File: config.mk
export PLATFORM = sky130hd
export DESIGN_NAME = truncator_sequencer_flat
export DESIGN_NICKNAME = d
export VERILOG_FILES = /design/src/rtl/truncator_sequencer_if.sv /design/src/rtl/truncator_sequencer.sv /design/src/flat_wrapper.sv
export SDC_FILE = /design/constraint.sdc
export NUM_CORES = 1
export LEC_CHECK = 0
export ABC_AREA = 1
export CAP_MARGIN = 20
export CORE_MARGIN = 3
export CORE_UTILIZATION = 50
export CTS_BUF_LIST = sky130_fd_sc_hd__clkbuf_4 sky130_fd_sc_hd__clkbuf_8
export CTS_CLUSTER_DIAMETER = 80
export CTS_CLUSTER_SIZE = 12
export DETAILED_ROUTE_END_ITERATION = 7
export GPL_TIMING_DRIVEN = 0
export HOLD_SLACK_MARGIN = 0.02
export PLACE_DENSITY = 0.84
export SYNTH_ARGS = -nofsm -noshare
export SYNTH_HDL_FRONTEND = slang
export SYNTH_SLANG_ARGS = --single-unit
File: constraint.sdc
create_clock -name clock -period 2.5 [get_ports clock]
set_input_delay 0.375 -clock clock [delete_from_list [all_inputs] [get_ports clock]]
set_output_delay 0.375 -clock clock [all_outputs]
set_load 0.01 [all_outputs]
File: src/rtl/truncator_sequencer_if.sv
// Bus between the frame-phase sequencer and the truncator / priority-encoder side.
// Ports (slave = sequencer view):
//   in : frame_clock, enable, latch_phase[1:0], cnt_reset, segment_active[MXSEGS-1:0]
//   out: latch_en[MXSEGS-1:0], locked, frame_start, step_valid, step_index[1:0],
//        frame_saturated, sat_count[CNT_BITS-1:0]
interface truncator_sequencer_if #(
  parameter int unsigned MXSEGS   = 12,
  parameter int unsigned CNT_BITS = 16
);
  logic                frame_clock;
  logic                enable;
  logic [1:0]          latch_phase;
  logic                cnt_reset;
  logic [MXSEGS-1:0]   segment_active;
  logic [MXSEGS-1:0]   latch_en;
  logic                locked;
  logic                frame_start;
  logic                step_valid;
  logic [1:0]          step_index;
  logic                frame_saturated;
  logic [CNT_BITS-1:0] sat_count;

  modport master (
    output frame_clock, enable, latch_phase, cnt_reset, segment_active,
    input  latch_en, locked, frame_start, step_valid, step_index,
           frame_saturated, sat_count
  );

  modport slave (
    input  frame_clock, enable, latch_phase, cnt_reset, segment_active,
    output latch_en, locked, frame_start, step_valid, step_index,
           frame_saturated, sat_count
  );
endinterface

File: src/rtl/truncator_sequencer.sv
// Frame-phase controller for the 160 MHz cluster truncator.
// Detects 40 MHz frame edges, locks onto a 4-cycle frame, issues the once-per-frame
// truncator load strobe, sequences the four truncation steps and counts saturated frames.
// Ports:
//   clock, reset     : 160 MHz clock, synchronous active-high reset
//   bus (slave)      : frame_clock/enable/latch_phase/cnt_reset/segment_active in;
//                      latch_en/locked/frame_start/step_valid/step_index/
//                      frame_saturated/sat_count out
module truncator_sequencer #(
  parameter int unsigned MXSEGS     = 12,
  parameter int unsigned LOCK_COUNT = 4,
  parameter int unsigned CNT_BITS   = 16
) (
  input  logic                  clock,
  input  logic                  reset,
  truncator_sequencer_if.slave  bus
);

  localparam int unsigned GOOD_W = $clog2(LOCK_COUNT) + 1;

  typedef enum logic [1:0] {
    UNLOCKED = 2'd0,
    CHECK    = 2'd1,
    LOCKED   = 2'd2
  } lock_state_t;

  lock_state_t         state_q, state_d;
  logic [GOOD_W-1:0]   good_q, good_d;
  logic [2:0]          fc_q;
  logic [1:0]          ph_q;
  logic [MXSEGS-1:0]   latch_en_q;
  logic                in_frame_q, in_frame_d;
  logic [1:0]          step_q, step_d;
  logic [CNT_BITS-1:0] sat_q, sat_d;

  logic rise;
  logic ph_last;
  logic lock_lost;
  logic req;
  logic load;
  logic step_valid_c;
  logic frame_sat_c;

  assign rise    = fc_q[1] & ~fc_q[2];
  assign ph_last = (ph_q == 2'd3);
  assign load    = latch_en_q[0];

  // Lock state register
  always_ff @(posedge clock) begin
    if (reset) begin
      state_q <= UNLOCKED;
      good_q  <= '0;
    end else begin
      state_q <= state_d;
      good_q  <= good_d;
    end
  end

  // Lock next-state: a good edge is a rise exactly when the phase counter wraps
  always_comb begin
    state_d = state_q;
    good_d  = good_q;
    case (state_q)
      UNLOCKED: begin
        if (rise) begin
          state_d = CHECK;
          good_d  = '0;
        end
      end
      CHECK: begin
        if (rise && ph_last) begin
          if (good_q == GOOD_W'(LOCK_COUNT - 1)) state_d = LOCKED;
          else                                   good_d  = good_q + GOOD_W'(1);
        end else if (rise) begin
          good_d = '0;
        end else if (ph_last) begin
          state_d = UNLOCKED;
        end
      end
      LOCKED: begin
        // Edge off-phase or missing edge at the wrap point both break lock
        if (rise != ph_last) state_d = UNLOCKED;
      end
      default: state_d = UNLOCKED;
    endcase
  end

  assign lock_lost = (state_q == LOCKED) && (state_d != LOCKED);
  assign req       = (state_q == LOCKED) & bus.enable & (ph_q == bus.latch_phase);

  // Frame step sequencing; lock loss abandons the frame even if a load lands now
  always_comb begin
    in_frame_d = in_frame_q;
    step_d     = step_q;
    if (lock_lost) begin
      in_frame_d = 1'b0;
    end else if (load) begin
      in_frame_d = 1'b1;
      step_d     = 2'd0;
    end else if (in_frame_q) begin
      if (step_q != 2'd3) step_d     = step_q + 2'd1;
      else                in_frame_d = 1'b0;
    end
  end

  assign step_valid_c = in_frame_q & (|bus.segment_active);
  assign frame_sat_c  = step_valid_c & (step_q == 2'd3);

  // Saturating counter of fully used frames; clear wins over increment
  always_comb begin
    sat_d = sat_q;
    if (bus.cnt_reset)              sat_d = '0;
    else if (frame_sat_c && !(&sat_q)) sat_d = sat_q + CNT_BITS'(1);
  end

  // Edge detector, phase counter, strobe and frame datapath registers
  always_ff @(posedge clock) begin
    if (reset) begin
      fc_q       <= '0;
      ph_q       <= '0;
      latch_en_q <= '0;
      in_frame_q <= 1'b0;
      step_q     <= '0;
      sat_q      <= '0;
    end else begin
      fc_q       <= {fc_q[1:0], bus.frame_clock};
      ph_q       <= rise ? 2'd0 : ph_q + 2'd1;
      latch_en_q <= {MXSEGS{req}};
      in_frame_q <= in_frame_d;
      step_q     <= step_d;
      sat_q      <= sat_d;
    end
  end

  assign bus.latch_en        = latch_en_q;
  assign bus.locked          = (state_q == LOCKED);
  assign bus.frame_start     = in_frame_q & (step_q == 2'd0);
  assign bus.step_valid      = step_valid_c;
  assign bus.step_index      = step_q;
  assign bus.frame_saturated = frame_sat_c;
  assign bus.sat_count       = sat_q;

endmodule

File: src/flat_wrapper.sv
// flat-port wrapper written by rule: the top's interface ports become plain ports
module truncator_sequencer_flat 
#(
  parameter int unsigned MXSEGS     = 12,
  parameter int unsigned LOCK_COUNT = 4,
  parameter int unsigned CNT_BITS   = 16
)
  (clock, reset, bus_frame_clock, bus_enable, bus_latch_phase, bus_cnt_reset, bus_segment_active, bus_latch_en, bus_locked, bus_frame_start, bus_step_valid, bus_step_index, bus_frame_saturated, bus_sat_count);
  truncator_sequencer_if #(.MXSEGS(MXSEGS), .CNT_BITS(CNT_BITS)) bus_i ();
  input  logic clock;
  input  logic reset;
  input wire logic [$bits(bus_i.frame_clock)-1:0] bus_frame_clock;
  input wire logic [$bits(bus_i.enable)-1:0] bus_enable;
  input wire logic [$bits(bus_i.latch_phase)-1:0] bus_latch_phase;
  input wire logic [$bits(bus_i.cnt_reset)-1:0] bus_cnt_reset;
  input wire logic [$bits(bus_i.segment_active)-1:0] bus_segment_active;
  output wire logic [$bits(bus_i.latch_en)-1:0] bus_latch_en;
  output wire logic [$bits(bus_i.locked)-1:0] bus_locked;
  output wire logic [$bits(bus_i.frame_start)-1:0] bus_frame_start;
  output wire logic [$bits(bus_i.step_valid)-1:0] bus_step_valid;
  output wire logic [$bits(bus_i.step_index)-1:0] bus_step_index;
  output wire logic [$bits(bus_i.frame_saturated)-1:0] bus_frame_saturated;
  output wire logic [$bits(bus_i.sat_count)-1:0] bus_sat_count;
  assign bus_i.frame_clock = bus_frame_clock;
  assign bus_i.enable = bus_enable;
  assign bus_i.latch_phase = bus_latch_phase;
  assign bus_i.cnt_reset = bus_cnt_reset;
  assign bus_i.segment_active = bus_segment_active;
  assign bus_latch_en = bus_i.latch_en;
  assign bus_locked = bus_i.locked;
  assign bus_frame_start = bus_i.frame_start;
  assign bus_step_valid = bus_i.step_valid;
  assign bus_step_index = bus_i.step_index;
  assign bus_frame_saturated = bus_i.frame_saturated;
  assign bus_sat_count = bus_i.sat_count;
  truncator_sequencer #(.MXSEGS(MXSEGS), .LOCK_COUNT(LOCK_COUNT), .CNT_BITS(CNT_BITS)) u_core (.clock(clock), .reset(reset), .bus(bus_i));
endmodule
==> results of run 1 <==
-- cell usage after synthesis (all sizes together), types with 3 or more instances --
master	number	area, µm²
nand2	62	245.2
nor2	46	195.2
dfxtp	30	600.6
inv	28	105.1
a21oi	18	120.1
buf	14	110.1
nand3	13	70.07
nand4	11	83.83
xnor2	9	78.83
ha	7	87.58
o21ai	6	30.03
nor3	3	15.01
-- worst reg2reg max path, cell delays in order, from the launching register on --
cell,delay (ns)
dfxtp_1,0.32
inv_1,0.05
nor2_1,0.30
ha_1,0.24
inv_1,0.06
nor3_1,0.34
inv_1,0.11
or2_0,0.21
a21oi_1,0.16
-- metal layers --
metal,routed length [µm],global-route usage,vias up,part of all wire
met5,0,0,-,0
met4,48,0.06091,0,0.012
li1,-,-,928,-
met3,284,0.06803,6,0.070
met1,1895,0.2542,789,0.47
met2,1835,0.3160,50,0.45
-- registers in the layout (all words and copies together) (netlist names) --
signal and cells:
u_core.bus.latch_en 1, u_core.bus.sat_count 16, u_core.bus.step_index 2, u_core.fc_q 3, u_core.good_q 3, u_core.in_frame_q 1
u_core.ph_q 2, u_core.state_q 2
-- power by group through the flow --
stage / logic (mW) / registers [mW] / clock network (mW)
2_1_floorplan: 0.0248 / 0.498 / 0
3_3_place_gp: 0.0584 / 0.498 / 0
3_5_place_dp: 0.0594 / 0.498 / 0
4_1_cts: 0.0596 / 0.487 / 0.520
5_1_grt: 0.0662 / 0.488 / 0.539
6_report: 0.0593 / 0.487 / 0.511
-- cell type report --
cell class | instances | area share
tap | 46 | 0.02295
sequential | 30 | 0.2395
clock buffer | 6 | 0.02046
timing repair buffer | 52 | 0.2076
inverter | 28 | 0.04192
multi-input combinational | 183 | 0.3967
clock inverter | 2 | 0.02395
buffer | 16 | 0.04691
-- worst min path at each step --
stage,startpoint,cells after the start,endpoint,slack (ns)
after floorplan,u_core.fc_q[0]$_SDFF_PP0_,2,u_core.fc_q[1]$_SDFF_PP0_,0.39
after global placement,u_core.fc_q[0]$_SDFF_PP0_,2,u_core.fc_q[1]$_SDFF_PP0_,0.39
after detailed placement,u_core.fc_q[0]$_SDFF_PP0_,2,u_core.fc_q[1]$_SDFF_PP0_,0.40
after CTS,u_core.fc_q[0]$_SDFF_PP0_,2,u_core.fc_q[1]$_SDFF_PP0_,0.41
after global routing,u_core.fc_q[0]$_SDFF_PP0_,2,u_core.fc_q[1]$_SDFF_PP0_,0.43
final,u_core.fc_q[0]$_SDFF_PP0_,2,u_core.fc_q[1]$_SDFF_PP0_,0.41
-- per-stage QoR --
| step | instances | hold WS, ns | power [mW] | setup WS (ns) |
|---|---|---|---|---|
| floorplan | 257 | 0.3883 | 0.5225 | 0.9900 |
| global placement | 355 | 0.3899 | 0.5566 | 0.01723 |
| detailed placement | 355 | 0.3974 | 0.5578 | 0.01941 |
| CTS | 363 | 0.4119 | 1.067 | 0.01657 |
| global route | 363 | 0.4259 | 1.094 | 0.07552 |
| finish | 363 | 0.4099 | 1.058 | 0.1735 |
-- kinds of logic (layout without fill, tap and decap cells) --
family	after synthesis	after routing	share of synthesized area
AOI/OAI and AO/OA	26	26	0.09129
adders and majority gates	7	7	0.04841
buffers and inverters	44	104	0.1231
xor gates and xnor gates	11	11	0.05325
DFF	30	30	0.3320
and+or+nand+nor	139	139	0.3520
==> flow_summary.json, run 1 <==
{
  "synth_cells": 257,
  "crit_path_top_delay_cell": "clkdlybuf4s50_1",
  "die_w_um": 66.16,
  "maxCapViolations": 0,
  "worst-path-max-fanout": 7,
  "gp_congestion": 0.8488,
  "post_cts_buffers": 0,
  "cts_buffers": 5,
  "grt_pass1_vias": 1532,
  "setup.worst_path.start_class": "input port",
  "relSlewSlack": 0.5445,
  "rows": 21,
  "path_buf_inv": 2,
  "crit_arrival_ns": 1.95,
  "overflow": 0,
  "core_area_mm2": 0.003416,
  "drt_iter0_markers": 121,
  "worstReg2RegStart": "u_core.fc_q[1]$_SDFF_PP0_",
  "multi_input_area_um2": 994.7,
  "seq_area_frac_synth": 0.3320,
  "clock_skew_ns": 0.008266,
  "synth-seq-cells": 30,
  "setup_violations": 0,
  "hold_buffers": 0,
  "drive_above_1_share": 0.1546,
  "hp-class": "flip-flop to flip-flop",
  "htreeDepth": 2,
  "slowest_delay_ns": 0.61,
  "grt_max_degree": 14,
  "fin_crit_sh": 0.9306,
  "reg2regPathDepth": 8,
  "clk_latency_ns": 0.33,
  "path_common_cell": "clkdlybuf4s50_1",
  "p_int_mw": 0.8582,
  "power_switching_mw": 0.1995,
  "cts_tree": "done",
  "maxSlewViolCount": 0,
  "synthesis.area_mm2": 0.001809,
  "crit_required_ns": 2.12,
  "async_flop_share": 0,
  "tns_ns": 0,
  "wl_per_cell_um": 11.20,
  "seqCellArea_um2": 600.6,
  "area_delta_synth_final_pct": 38.59,
  "grt_util_all_layers": 0.1994,
  "clkSinkCount": 30,
  "via_count": 1773,
  "post-route-util": 0.7341,
  "syn_nets": 283,
  "worstSetupEndpointType": "primary output",
  "ios": 53,
  "period_needed_ns": 2.327,
  "cts_resized": 0,
  "powerDensity_mw_per_mm2": 421.8,
  "clockPowerShare": 0.483,
  "die_h_um": 66.16,
  "ant_nets": 0,
  "postSynthAreaPerCell_um2": 7.040,
  "reg2reg_to": "u_core.good_q[2]$_SDFFE_PP0P_",
  "pwr-share-seq": 0.461,
  "first_pass_iters": 4,
  "cp_top_family": "buffers and inverters",
  "fmax_ghz": 0.4298,
  "critPathKind": "input port to primary output",
  "grt_pass1_wl_um": 6755,
  "reg2reg_setup_slack_ns": 0.64,
  "clk_pin_slew_worst_paths_ns": 0.10,
  "startpoint": "bus_segment_active[1]",
  "wirelength_um": 4064,
  "place_area_mm2": 0.002387,
  "outcome": "completed",
  "clockBufferDepth": 2,
  "root_buffer": "clkbuf_4",
  "antenna_found_initial": 0,
  "vdd_drop_max_mv": 0.3574,
  "crit_path_end": "bus_step_valid",
  "start_util": 0.5297,
  "place_hpwl_um": 3115,
  "p_leak_nw": 0.9266,
  "ys_types": 28,
  "final_cell_mix": "nand2_1, clkdlybuf4s50_1, nor2_1",
  "remaining_drc_errors": 0,
  "die_area_mm2": 0.004376,
  "synth_edf_count": 0,
  "final_common_cell": "nand2_1",
  "cp.depth": 5,
  "comb_power_share": 0.056,
  "vias_per_cell": 4.884,
  "switching_share": 0.1886,
  "io_buffers": 52,
  "tightest_slew_ns": 0.6832,
  "ys_warn_count": 0,
  "rsz0062_at_grt": "no",
  "antennaDiodeCount": 0,
  "fill_cells": 275,
  "synth_ff_type": "dfxtp_1",
  "design_area_mm2": 0.002507,
  "cp_cell_sequence": "clkdlybuf4s50_1, nor2_1, and2_1, a21oi_2, clkdlybuf4s50_1",
  "final-hold-violation-count": 0,
  "nNetsFinal": 342
}
Power figures use the tool's default switching activity.
==> run 2: changes to the inputs <==
--- a/config.mk
+++ b/config.mk
@@ -7,6 +7,7 @@
 export LEC_CHECK = 0
 export ABC_AREA = 1
 export CAP_MARGIN = 20
+export CORE_ASPECT_RATIO = 1.75
 export CORE_MARGIN = 3
 export CORE_UTILIZATION = 50
 export CTS_BUF_LIST = sky130_fd_sc_hd__clkbuf_4 sky130_fd_sc_hd__clkbuf_8
==> run 2 against run 1 <==
Against the previous run:
- first-iteration DRC count down 54%
- worst setup slack worse by 0.065 ns
- combinational power up 1%
- hold slack better by 0.0034 ns
- sequential cell count unchanged
- non-clock buffer count unchanged
- power up 11%
- core utilization up 0.50 points
- critical endpoint is now bus_frame_saturated
- largest power group unchanged
==> flow_summary.json, run 2 (same netlist as run 1, synthesis figures left out) <==
{
  "grt_max_degree": 14,
  "crit_required_ns": 2.12,
  "outcome": "completed",
  "wirelength_um": 4564,
  "min_from": "u_core.fc_q[0]$_SDFF_PP0_",
  "rsz0062_at_grt": "no",
  "die_w_um": 51.47,
  "whs_ns": 0.4133,
  "io_buffers": 52,
  "cp_cell_sequence": "clkdlybuf4s50_1, nor2_1, nand2_1, nor2_1, nand2_1, nand3_2, inv_1, clkdlybuf4s50_1",
  "fmax_ghz": 0.4181,
  "powerDensity_mw_per_mm2": 461.6,
  "antennaDiodeCount": 0,
  "cp_top_family": "buffers and inverters",
  "wl_per_cell_um": 12.61,
  "die_area_mm2": 0.004405,
  "worst-path-max-fanout": 4,
  "clockBufferDepth": 2,
  "drt_iter0_markers": 56,
  "hold_path_depth": 2,
  "p_leak_nw": 0.9395,
  "overflow": 0,
  "first_pass_iters": 4,
  "final_common_cell": "nand2_1",
  "area_delta_synth_final_pct": 40.25,
  "hp-class": "flip-flop to flip-flop",
  "path_buf_inv": 3,
  "slowest_delay_ns": 0.47,
  "clk_pin_slew_worst_paths_ns": 0.07,
  "fin_crit_sh": 0.9568,
  "clock_skew_ns": 0.01516,
  "vdd_drop_max_mv": 0.5489,
  "antenna_found_initial": 0,
  "largest_reg_flops": 16,
  "grt_pass1_vias": 1807,
  "worstSetupEndpointType": "primary output",
  "crit_path_top_delay_cell": "clkdlybuf4s50_1",
  "root_buffer": "clkbuf_8",
  "crit_arrival_ns": 2.02,
  "cts_tree": "done",
  "grt_pass1_wl_um": 7396,
  "hold_buffers": 0,
  "rows": 28,
  "reg2reg_to": "u_core.bus.sat_count[5]$_SDFFE_PP0P_",
  "drive_above_1_share": 0.1546,
  "reg2reg_setup_slack_ns": 0.66,
  "clk_latency_ns": 0.29,
  "hold_path_end": "u_core.fc_q[1]$_SDFF_PP0_",
  "maxCapViolations": 0,
  "core_area_mm2": 0.003433,
  "vias_per_cell": 5.116,
  "place_hpwl_um": 3543,
  "final-hold-violation-count": 0,
  "period_needed_ns": 2.392,
  "critPathKind": "input port to primary output",
  "tightest_slew_ns": 0.7488,
  "ant_nets": 0,
  "start_util": 0.5270,
  "htreeDepth": 2,
  "remaining_drc_errors": 0,
  "clkSinkCount": 30,
  "final_cell_mix": "nand2_1, clkdlybuf4s50_1, nor2_1",
  "via_count": 1852,
  "tns_ns": 0,
  "maxSlewViolCount": 0,
  "nNetsFinal": 342,
  "reg2regPathDepth": 6,
  "fill_cells": 283,
  "grt_util_all_layers": 0.2196,
  "setup.worst_path.start_class": "input port",
  "gp_congestion": 0.8677,
  "worstReg2RegStart": "u_core.bus.sat_count[0]$_SDFFE_PP0P_",
  "die_h_um": 85.58,
  "ios": 53,
  "relSlewSlack": 0.5008,
  "setup_violations": 0,
  "cts_buffers": 5
}
## run 2: cell types whose count changed in the layout (fill, tap and decap cells not counted)
| cell | change |
|---|---|
| clkbuf_8 | +5 |
| clkbuf_4 | -5 |
## run 2: area by class of cell
type                       count  area [µm²]  share of cell area
tap                           45       56.30             0.02219
inverter                      28       105.1             0.04142
timing repair buffer          52       520.5              0.2051
clock inverter                 2       60.06             0.02367
buffer                        16       117.6             0.04635
clock buffer                   6       82.58             0.03254
multi-input combinational    183       994.7              0.3920
sequential                    30       600.6              0.2367
## run 2: tightest hold or removal path: stages, from the launching register on
cell and delay, ns:
dfxtp_1 0.30, inv_1 0.04, nor2_1 0.03
## run 2: repair_timing
action,CTS,global route
endpoints found under the setup margin,0,2
buffers inserted,0,0
gates resized for setup,0,2
## run 2: worst max path at each step
stage	slack [ns]	from	cells past startpoint	end
CTS	0.04	bus_segment_active[2]	5	bus_step_valid
global placement	0.01	bus_segment_active[1]	5	bus_step_valid
floorplan	0.99	u_core.fc_q[1]$_SDFF_PP0_	8	u_core.good_q[2]$_SDFFE_PP0P_
finish	0.11	bus_segment_active[11]	8	bus_frame_saturated
global route	0.007	bus_segment_active[11]	8	bus_frame_saturated
detailed placement	0.04	bus_segment_active[2]	5	bus_step_valid
## run 2: per-stage QoR
step	total power [mW]	setup WS, ns	instances	utilization	instance area [µm²]
2_1_floorplan	0.5225	0.9900	257	-	1809
3_3_place_gp	0.5570	0.01488	354	0.6950	2386
3_5_place_dp	0.5585	0.03731	354	0.6950	2386
4_1_cts	1.180	0.03731	362	0.7365	2529
5_1_grt	1.200	0.006503	362	0.7391	2537
6_report	1.171	0.1081	362	0.7391	2537
## run 2: layer usage
metal  global-route usage  vias up  part of all wire
li1                     -      924                 -
met3              0.05391       19             0.037
met1               0.1930      861              0.34
met4               0.1432        0             0.040
met2               0.4153       48              0.58
met5                    0        -                 0
## run 2: report_power, final
group	leakage (nW)	total (mW)	switching [mW]	internal, mW
sequential	0.243	0.488	0.00411	0.484
combinational	0.625	0.0600	0.0239	0.0360
clock	0.0714	0.623	0.198	0.425
==> run 3: changes to the inputs <==
--- a/config.mk
+++ b/config.mk
@@ -16,7 +16,9 @@
 export DETAILED_ROUTE_END_ITERATION = 7
 export GPL_TIMING_DRIVEN = 0
 export HOLD_SLACK_MARGIN = 0.02
-export PLACE_DENSITY = 0.84
+export PLACE_DENSITY = 0.83
+export REMOVE_ABC_BUFFERS = 1
+export SKIP_LAST_GASP = 1
 export SYNTH_ARGS = -nofsm -noshare
 export SYNTH_HDL_FRONTEND = slang
 export SYNTH_SLANG_ARGS = --single-unit
==> run 3 against run 2 <==
Against the previous run:
- sequential share of layout area rose by 1.5 points
- core utilization is 4.4 points lower
- cell count shrank 4.4%
- clock skew shrank 0.0075 ns
- die area did not move
==> flow_summary.json, run 3 (same netlist as run 1, synthesis figures left out) <==
{
  "outcome": "completed",
  "clk_pin_slew_worst_paths_ns": 0.06,
  "via_count": 1735,
  "grt_max_degree": 16,
  "clk_latency_ns": 0.28,
  "grt_pass1_vias": 1657,
  "drive_above_1_share": 0.1130,
  "die_area_mm2": 0.004405,
  "vias_per_cell": 5.014,
  "antenna_found_initial": 0,
  "final-hold-violation-count": 0,
  "die_h_um": 85.58,
  "remaining_drc_errors": 0,
  "cp_cell_sequence": "clkdlybuf4s50_1, nor2_1, and2_1, nand2_1, nand3_1, inv_1, clkdlybuf4s50_1",
  "core_area_mm2": 0.003433,
  "clkSinkCount": 30,
  "first_pass_iters": 4,
  "maxCapViolations": 0,
  "slowest_delay_ns": 0.55,
  "drt_iter0_markers": 30,
  "dp_cells": 338,
  "post-route-util": 0.6950,
  "start_util": 0.5270,
  "hp-class": "flip-flop to flip-flop",
  "reg2reg_setup_slack_ns": 0.70,
  "rsz0062_at_grt": "yes",
  "vdd_drop_max_mv": 0.3707,
  "multi_input_area_um2": 989.7,
  "setup.worst_path.start_class": "input port",
  "seqCellArea_um2": 600.6,
  "grt_util_all_layers": 0.2028,
  "relSlewSlack": 0.6473,
  "setup_violations": 0,
  "grt_pass1_wl_um": 6720,
  "hold_path_end": "u_core.fc_q[1]$_SDFF_PP0_",
  "tightest_slew_ns": 0.5285,
  "final_cell_mix": "nand2_1, clkdlybuf4s50_1, nor2_1",
  "hold_path_depth": 2,
  "overflow": 0,
  "largest_reg_flops": 16,
  "worstReg2RegStart": "u_core.fc_q[1]$_SDFF_PP0_",
  "cts_tree": "done",
  "gp_congestion": 0.8957,
  "nNetsFinal": 326,
  "reg2regPathDepth": 8,
  "antennaDiodeCount": 0,
  "rows": 28,
  "ant_nets": 0,
  "clock_skew_ns": 0.007651,
  "p_leak_nw": 0.8462,
  "fin_cells": 346,
  "worst-path-max-fanout": 4,
  "ios": 53,
  "reg2reg_to": "u_core.good_q[2]$_SDFFE_PP0P_",
  "area_delta_synth_final_pct": 31.88,
  "fin_crit_sh": 0.9732,
  "maxSlewViolCount": 0,
  "min_from": "u_core.fc_q[0]$_SDFF_PP0_",
  "io_buffers": 52,
  "worstSetupEndpointType": "primary output",
  "clockBufferDepth": 2,
  "period_needed_ns": 2.433,
  "die_w_um": 51.47,
  "crit_arrival_ns": 2.06,
  "final_common_cell": "nand2_1",
  "finalPower_mw": 1.045,
  "cts_buffers": 5,
  "powerDensity_mw_per_mm2": 437.9,
  "wirelength_um": 4118,
  "crit_path_top_delay_cell": "clkdlybuf4s50_1",
  "fill_cells": 305,
  "path_common_cell": "clkdlybuf4s50_1",
  "root_buffer": "clkbuf_8",
  "htreeDepth": 2,
  "place_hpwl_um": 3244,
  "wl_per_cell_um": 11.90,
  "crit_required_ns": 2.12,
  "fmax_ghz": 0.4110,
  "critPathKind": "input port to primary output"
}
[run 3: cell count changes in the layout (fill, tap and decap cells not counted), sizes merged]
cell	before	now
buf	14	0
bufinv	2	1
clkbuf	8	7
[run 3: worst max-delay path by stage]
stage | end | from | slack [ns] | depth (start not counted)
floorplan | u_core.bus.step_index[1]$_SDFFE_PP0P_ | u_core.bus.latch_en[0]$_SDFF_PP0_ | 0.76 | 6
global placement | bus_step_valid | bus_segment_active[1] | 0.009 | 5
detailed placement | bus_step_valid | bus_segment_active[4] | 0.008 | 5
CTS | bus_step_valid | bus_segment_active[1] | 0.004 | 5
global route | bus_frame_saturated | bus_segment_active[11] | -0.02 | 8
finish | bus_frame_saturated | bus_segment_active[4] | 0.07 | 7
[run 3: final cells by class]
class,instances,share of cell area
clock inverters,1,0.01259
flip-flops and latches,30,0.2517
inverters,28,0.04405
clock buffers,7,0.03513
well taps,45,0.02360
multi-input cells,183,0.4148
repair buffers,52,0.2181
[run 3: power by group]
part | total [mW] | switching, mW | internal, mW
Clock | 0.499 | 0.179 | 0.319
Combinational | 0.0585 | 0.0231 | 0.0354
Sequential | 0.488 | 0.00392 | 0.484
[run 3: stage by stage]
| stage | TNS (ns) | setup WS, ns | cell area, µm² | hold WS, ns |
|---|---|---|---|---|
| after floorplan | 0 | 0.7627 | 1692 | 0.3883 |
| after detailed placement | 0 | 0.007923 | 2268 | 0.3997 |
| final | 0 | 0.06704 | 2386 | 0.4043 |
| after global routing | -0.02432 | -0.02432 | 2386 | 0.4374 |
| after CTS | 0 | 0.003677 | 2382 | 0.4091 |
| after global placement | 0 | 0.008642 | 2268 | 0.3896 |
[run 3: per-layer routing]
layer	wire length (µm)	GRT usage
met5	0	0
met4	164	0.1289
met3	192	0.05043
met2	2271	0.3828
met1	1489	0.1802
[run 3: timing repair]
action                     4_1_cts  5_1_grt
buffers inserted                 0        0
resized for setup                0        1
hold buffers                     0        0
setup endpoints to repair        0        1
[run 3: critical path: cells and delay by family]
kind          cells  cell delay, ns
buf+inv           3            1.15
simple gates      4            0.53
